--- src/rtl/uart_cmd_pkg.sv ---
// Shared types and constants for the UART command packet layer.
//   rx_state_t / tx_state_t : receive-framing and transmit FSM states
//   PKT_BYTES               : bytes per packet (4 when UART_CMD_CHKSUM_EN is defined)
//   FAST_SIM_TIMEOUT        : inter-byte timeout used in fast simulation builds
//   pkt_cksum()             : inverted modulo-256 sum of the three packet bytes
// Optional feature macro: UART_CMD_CHKSUM_EN (adds a trailing checksum byte).
package uart_cmd_pkg;

`ifdef UART_CMD_CHKSUM_EN
  localparam int unsigned PKT_BYTES = 4;
  typedef enum logic [1:0] {WAIT_CMD, WAIT_HI, WAIT_LO, WAIT_CK} rx_state_t;
`else
  localparam int unsigned PKT_BYTES = 3;
  typedef enum logic [1:0] {WAIT_CMD, WAIT_HI, WAIT_LO} rx_state_t;
`endif

  typedef enum logic {TX_IDLE, TX_BUSY} tx_state_t;

  localparam int unsigned FAST_SIM_TIMEOUT = 64;

  function automatic logic [7:0] pkt_cksum(input logic [7:0] c,
                                           input logic [7:0] hi,
                                           input logic [7:0] lo);
    logic [7:0] sum;
    sum = c + hi + lo;
    return ~sum;
  endfunction

endpackage

--- src/rtl/uart_cmd_assembler_byte_timeout_ctr.sv ---
// byte_timeout_ctr: 16-bit saturating idle counter.
//   clk, rst (async, active-high)
//   clr     : zero the count (has priority over en)
//   en      : advance the count by one
//   expired : count has reached LIMIT (limit clipped to the 16-bit range)
module byte_timeout_ctr #(
  parameter int unsigned LIMIT = 49999
) (
  input  logic clk,
  input  logic rst,
  input  logic clr,
  input  logic en,
  output logic expired
);

  localparam int unsigned LIM_SAT = (LIMIT > 65535) ? 65535 : LIMIT;
  localparam logic [15:0] LIM = 16'(LIM_SAT);

  logic [15:0] count;

  always_ff @(posedge clk or posedge rst) begin
    if (rst)                    count <= '0;
    else if (clr)               count <= '0;
    else if (en && count != '1) count <= count + 16'd1;
  end

  assign expired = (count >= LIM);

endmodule

--- src/rtl/uart_cmd_assembler.sv ---
// uart_cmd_assembler: frames UART bytes into cmd/data packets for cmd_cfg and
// forwards cmd_cfg's one-byte response to the UART transmitter.
//   clk, DUT_clr_cmd_rdy (async active-high reset)
//   rx_rdy/rx_data/clr_rx_rdy      : UART receiver byte handshake
//   cmd_rdy/cmd/data/clr_cmd_rdy   : packet handshake towards cmd_cfg
//   resp/send_resp                 : response request from cmd_cfg
//   trmt/tx_data/tx_done/resp_sent : UART transmitter handshake
//   frame_err                      : one-cycle pulse when a partial/bad packet is dropped
// Optional feature macro: UART_CMD_CHKSUM_EN (4th checksum byte gates cmd_rdy).
module uart_cmd_assembler
  import uart_cmd_pkg::*;
#(
  parameter int unsigned BYTE_TIMEOUT = 50000,
  parameter logic        FAST_SIM     = 1'b0
) (
  input  logic        clk,
  input  logic        DUT_clr_cmd_rdy,
  input  logic        rx_rdy,
  input  logic [7:0]  rx_data,
  output logic        clr_rx_rdy,
  output logic        cmd_rdy,
  output logic [7:0]  cmd,
  output logic [15:0] data,
  input  logic        clr_cmd_rdy,
  input  logic [7:0]  resp,
  input  logic        send_resp,
  output logic        trmt,
  output logic [7:0]  tx_data,
  input  logic        tx_done,
  output logic        resp_sent,
  output logic        frame_err
);

  localparam int unsigned TO_LIMIT = FAST_SIM ? FAST_SIM_TIMEOUT - 1 : BYTE_TIMEOUT - 1;

  rx_state_t rx_state, rx_next;
  tx_state_t tx_state, tx_next;

  logic cap_cmd, cap_hi, cap_lo, set_rdy, drop_rdy, fire_err;
  logic ctr_clr, ctr_en, expired;
  logic latch_resp, done_pulse;

  byte_timeout_ctr #(.LIMIT(TO_LIMIT)) u_timeout (
    .clk     (clk),
    .rst     (DUT_clr_cmd_rdy),
    .clr     (ctr_clr),
    .en      (ctr_en),
    .expired (expired)
  );

  // Byte is consumed in the same cycle it is offered; masked during reset so
  // every output reads 0 while reset is held.
  assign clr_rx_rdy = rx_rdy & ~DUT_clr_cmd_rdy;

  always_ff @(posedge clk or posedge DUT_clr_cmd_rdy) begin
    if (DUT_clr_cmd_rdy) begin
      rx_state <= WAIT_CMD;
      tx_state <= TX_IDLE;
    end else begin
      rx_state <= rx_next;
      tx_state <= tx_next;
    end
  end

  // A byte arriving in the cycle the timeout expires takes precedence.
  always_comb begin
    rx_next  = rx_state;
    cap_cmd  = 1'b0;
    cap_hi   = 1'b0;
    cap_lo   = 1'b0;
    set_rdy  = 1'b0;
    drop_rdy = 1'b0;
    fire_err = 1'b0;
    ctr_clr  = 1'b0;
    ctr_en   = 1'b0;
    case (rx_state)
      WAIT_CMD: begin
        ctr_clr = 1'b1;
        if (rx_rdy) begin
          cap_cmd  = 1'b1;
          drop_rdy = 1'b1;
          rx_next  = WAIT_HI;
        end
      end
      WAIT_HI: begin
        if (rx_rdy) begin
          cap_hi  = 1'b1;
          ctr_clr = 1'b1;
          rx_next = WAIT_LO;
        end else if (expired) begin
          fire_err = 1'b1;
          ctr_clr  = 1'b1;
          rx_next  = WAIT_CMD;
        end else begin
          ctr_en = 1'b1;
        end
      end
      WAIT_LO: begin
        if (rx_rdy) begin
          cap_lo  = 1'b1;
          ctr_clr = 1'b1;
`ifdef UART_CMD_CHKSUM_EN
          rx_next = WAIT_CK;
`else
          set_rdy = 1'b1;
          rx_next = WAIT_CMD;
`endif
        end else if (expired) begin
          fire_err = 1'b1;
          ctr_clr  = 1'b1;
          rx_next  = WAIT_CMD;
        end else begin
          ctr_en = 1'b1;
        end
      end
`ifdef UART_CMD_CHKSUM_EN
      WAIT_CK: begin
        if (rx_rdy) begin
          ctr_clr = 1'b1;
          rx_next = WAIT_CMD;
          if (rx_data == pkt_cksum(cmd, data[15:8], data[7:0])) set_rdy  = 1'b1;
          else                                                  fire_err = 1'b1;
        end else if (expired) begin
          fire_err = 1'b1;
          ctr_clr  = 1'b1;
          rx_next  = WAIT_CMD;
        end else begin
          ctr_en = 1'b1;
        end
      end
`endif
      default: rx_next = WAIT_CMD;
    endcase
  end

  always_comb begin
    tx_next    = tx_state;
    latch_resp = 1'b0;
    done_pulse = 1'b0;
    case (tx_state)
      TX_IDLE: if (send_resp) begin
        latch_resp = 1'b1;
        tx_next    = TX_BUSY;
      end
      TX_BUSY: if (tx_done) begin
        done_pulse = 1'b1;
        tx_next    = TX_IDLE;
      end
      default: tx_next = TX_IDLE;
    endcase
  end

  always_ff @(posedge clk or posedge DUT_clr_cmd_rdy) begin
    if (DUT_clr_cmd_rdy) begin
      cmd       <= '0;
      data      <= '0;
      cmd_rdy   <= 1'b0;
      frame_err <= 1'b0;
      trmt      <= 1'b0;
      tx_data   <= '0;
      resp_sent <= 1'b0;
    end else begin
      if (cap_cmd) cmd        <= rx_data;
      if (cap_hi)  data[15:8] <= rx_data;
      if (cap_lo)  data[7:0]  <= rx_data;
      // Completion beats a coincident acknowledge.
      if (set_rdy)                      cmd_rdy <= 1'b1;
      else if (drop_rdy || clr_cmd_rdy) cmd_rdy <= 1'b0;
      frame_err <= fire_err;
      trmt      <= latch_resp;
      resp_sent <= done_pulse;
      if (latch_resp) tx_data <= resp;
    end
  end

endmodule

--- config.mk ---
export PLATFORM = sky130hd
export DESIGN_NAME = uart_cmd_assembler
export DESIGN_NICKNAME = d
export VERILOG_FILES = /design/src/rtl/uart_cmd_pkg.sv /design/src/rtl/uart_cmd_assembler_byte_timeout_ctr.sv /design/src/rtl/uart_cmd_assembler.sv
export SDC_FILE = /design/constraint.sdc
export NUM_CORES = 1
export LEC_CHECK = 0
export ABC_AREA = 1
export BUFFER_PORTS_ARGS = -buffer_cell sky130_fd_sc_hd__buf_2
export CAP_MARGIN = 20
export CORE_MARGIN = 5
export CORE_UTILIZATION = 45
export CTS_BUF_LIST = sky130_fd_sc_hd__clkbuf_16
export DETAILED_ROUTE_END_ITERATION = 6
export PLACE_DENSITY = 0.68
export SETUP_SLACK_MARGIN = 0.1
export SYNTH_ARGS = -nofsm -noshare
export SYNTH_HDL_FRONTEND = slang
export SYNTH_SLANG_ARGS = --single-unit
--- constraint.sdc ---
create_clock -name clk -period 1.9 [get_ports clk]
set_input_delay 0.19 -clock clk [delete_from_list [all_inputs] [get_ports clk]]
set_output_delay 0.19 -clock clk [all_outputs]
set_load 0.05 [all_outputs]
==> key figures <==
Status
  – Status: completed

Die
  – Initial core utilization: 0.465
  – FP Rows: 27
  – Die area: between 7000 and 8000 um2
  – Die W: around 86 um
  – Core Area: 5540 um2
  – Die Y: ~86 um
  – I/O pin cnt: between 50 and 60

Critical path
  – Worst EP arrival: between 1.5 and 2 ns
  – Crit path max fanout: 7
  – R2R Setup Slk: 0.22 ns
  – FF-to-FF End: u_timeout.count[3]
  – Crit end category: flop
  – Setup CP Type: reg2reg
  – Critical path startpoint category: flop
  – FF-to-FF Start: u_timeout.count[1]
  – Worst-case reg-to-reg path depth: 11
  – CP Launch Point: u_timeout.count[1]
  – Worst EP required: about 2.1 ns
  – Setup crit end: u_timeout.count[3]

Route
  – Avg WL per Cell: approximately 12 um
  – DRC violations left: 0
  – DR vias/cell: about 4.8
  – Vias: 2146
  – Post-Route WL: ~5.5 mm
  – Post-DRT Antenna Nets: 0
  – Initial DRT Pass Iterations: 4
  – DRT iter0 DRCs: ~140

Clock tree
  – CTS root buf: clkbuf_16
  – CTS tree: yes
  – CTS Buffer Depth: 2
  – H-tree Lvls: 2
  – Clock latency at the later pin of the worst-skew pair: ~0.29 ns
  – CTS clk-pin slew, worst paths: approximately 0.07 ns
  – Num CTS Buffers: 5
  – Sink Count: 55

Logic synthesis
  – Syn Nets: between 300 and 400
  – Netlist cell types: 28
  – Post-Syn Area: between 2000 and 3000 um2
  – Yosys warnings: 0
  – Cells after Synth: 306
  – Post-synthesis sequential area ratio: 0.534
  – Avg Cell Area, Syn: about 8.4 um2
  – Synth Register Bits: between 50 and 60
  – Synth area leaders: dfrtp_1 (53%), nand2_1 (13%), o21ai_0 (5.8%)
  – Yosys top cell by area: dfrtp_1
  – Top cell type's share of synthesized area: 0.534

Timing
  – Slew Limit Headroom: 0.648
  – Final Hold Fails: 0
  – Crit path time final: 1.68 ns
  – Worst-Margin Slew: ~0.53 ns
  – Max Slew Vio Count: 0
  – Setup TNS: 0 ns
  – Setup Skew: a little over 0.006 ns
  – Fmax: 595 MHz
  – Final setup vio count: 0
  – RSZ-0062 raised after global routing: false
  – Fin crit share: 0.884

Power
  – PwrDens: about 1600 nW/um2
  – Total power: 5.15 mW
  – Maximum vdd drop: 0.981 mV
  – Leakage power: ~1.7 nW

Hold path
  – Hold Crit Class: in2reg

Global routing
  – Global-route wire length before repair: slightly below 10 mm
  – Number of global-route vias before repair: 2190
  – Largest net degree at the start of global routing: 56
  – Initial antenna violation count: 0
  – Gr ovfl total: 0
  – Total track usage: 0.162

Job
  – Number of max-cap violations: 0

Finish
  – Area delta synth->final: 25.0%
  – Fillers: 530
  – Layout Nets: roughly 400
  – N_diodes: 0
  – Share of layout cells above drive strength 1: 0.252

Placement
  – PortBufs: 58
  – Placed wire-length estimate: just under 4 mm
  – GPL Wtd Cong: 0.847
[through the flow]
stage | hold WS (ns) | worst slack [ns] | std cells | utilization | cell area, um2
2_1_floorplan | 0.290 | 0.233 | 306 | - | 2570
4_1_cts | 0.0871 | 0.137 | 446 | 0.571 | 3170
6_report | 0.0908 | 0.220 | 449 | 0.581 | 3220
5_1_grt | 0.0930 | 0.0821 | 449 | 0.581 | 3220
3_5_place_dp | 0.277 | 0.0681 | 436 | 0.536 | 2970
3_3_place_gp | 0.277 | 0.125 | 436 | 0.536 | 2970
[synth_stat cells (all sizes together)]
library cell / instances
a21oi: 4
buf: 3
clkbuf: 3
clkinv: 1
dfrtp: 55
ha: 5
inv: 40
nand2: 95
nand3: 14
nand3b: 1
nand4: 2
nor2: 36
nor3: 5
o2111ai: 3
o21ai: 32
or2: 2
xnor2: 2
xor2: 3
[state kept, by name, summed over array words and instances (netlist names)]
name             flops
cmd                  8
cmd_rdy              1
data                16
frame_err            1
resp_sent            1
rx_state             2
trmt                 1
tx_data              8
tx_state             1
u_timeout.count     16
[worst min path at each step]
stage | startpoint | end | slack [ns] | cells after the start
3_5_place_dp | DUT_clr_cmd_rdy | frame_err | 0.28 | 3
5_1_grt | resp[3] | tx_data[3] | 0.09 | 3
4_1_cts | resp[3] | tx_data[3] | 0.09 | 3
3_3_place_gp | DUT_clr_cmd_rdy | frame_err | 0.28 | 3
6_report | resp[1] | tx_data[1] | 0.09 | 3
2_1_floorplan | tx_done | resp_sent | 0.29 | 2
[cell usage in the layout, fill, tap and decap left out, types with 3 or more instances in the layout]
cell type / instances
nand3_2: 6
xor2_1: 3
nor3_1: 5
nand2_1: 92
inv_1: 39
nor2_1: 28
nor2_2: 3
nand3_1: 8
buf_4: 8
a21oi_1: 4
dfrtp_1: 55
clkbuf_16: 5
ha_1: 4
nor2_4: 5
buf_2: 58
o2111ai_1: 3
o21ai_0: 30
[critical path, stage by stage, from the launching register on]
cell	delay [ns]
dfrtp_1	0.39
ha_1	0.22
nand3_2	0.11
nand3_1	0.09
nand2_2	0.15
nand3_2	0.09
nand2_1	0.07
nand2_1	0.08
nand2_4	0.12
buf_4	0.14
nand2_1	0.05
nor2_1	0.10
[cell type report]
type	instances	area [um2]	share of cell area
clock buffers	5	125	0.0389
clock inverters	3	42.5	0.0132
inverters	41	154	0.0478
multi-input cells	205	1050	0.326
flip-flops and latches	55	1380	0.428
well taps	72	90.1	0.0280
repair buffers	68	380	0.118
[per-layer routing]
metal,vias up,track usage,wire (um)
met5,-,0,0
met4,0,0.0547,80
met3,7,0.0355,239
met2,43,0.267,2670
met1,999,0.212,2500
li1,1097,-,-
[timing repair]
item,in CTS,in global routing
cloned,1,0
hold endpoints to repair,55,0
hold buffers,1,0
setup endpoints to repair,9,14
gates resized for setup,2,5
pin swaps,1,0
setup buffers,0,3
[kinds of logic after synthesis]
| group | Yosys count | share of synthesized area |
|---|---|---|
| AND/OR/NAND/NOR | 155 | 0.268 |
| adder cells (fa/ha/maj) | 5 | 0.0243 |
| buffers and inverters | 47 | 0.0763 |
| XOR/XNOR | 5 | 0.0170 |
| flip-flops | 55 | 0.534 |
| AO/OA/AOI/OAI | 39 | 0.0802 |
[power by group]
part	switching (mW)	total [mW]	leakage [nW]	internal [mW]
Clock	0.407	1.03	0.0856	0.622
Combinational	1.85	2.46	0.893	0.614
Sequential	0.168	1.66	0.712	1.49
Total	2.42	5.15	1.69	2.73
(Power assumes the default switching activity.)
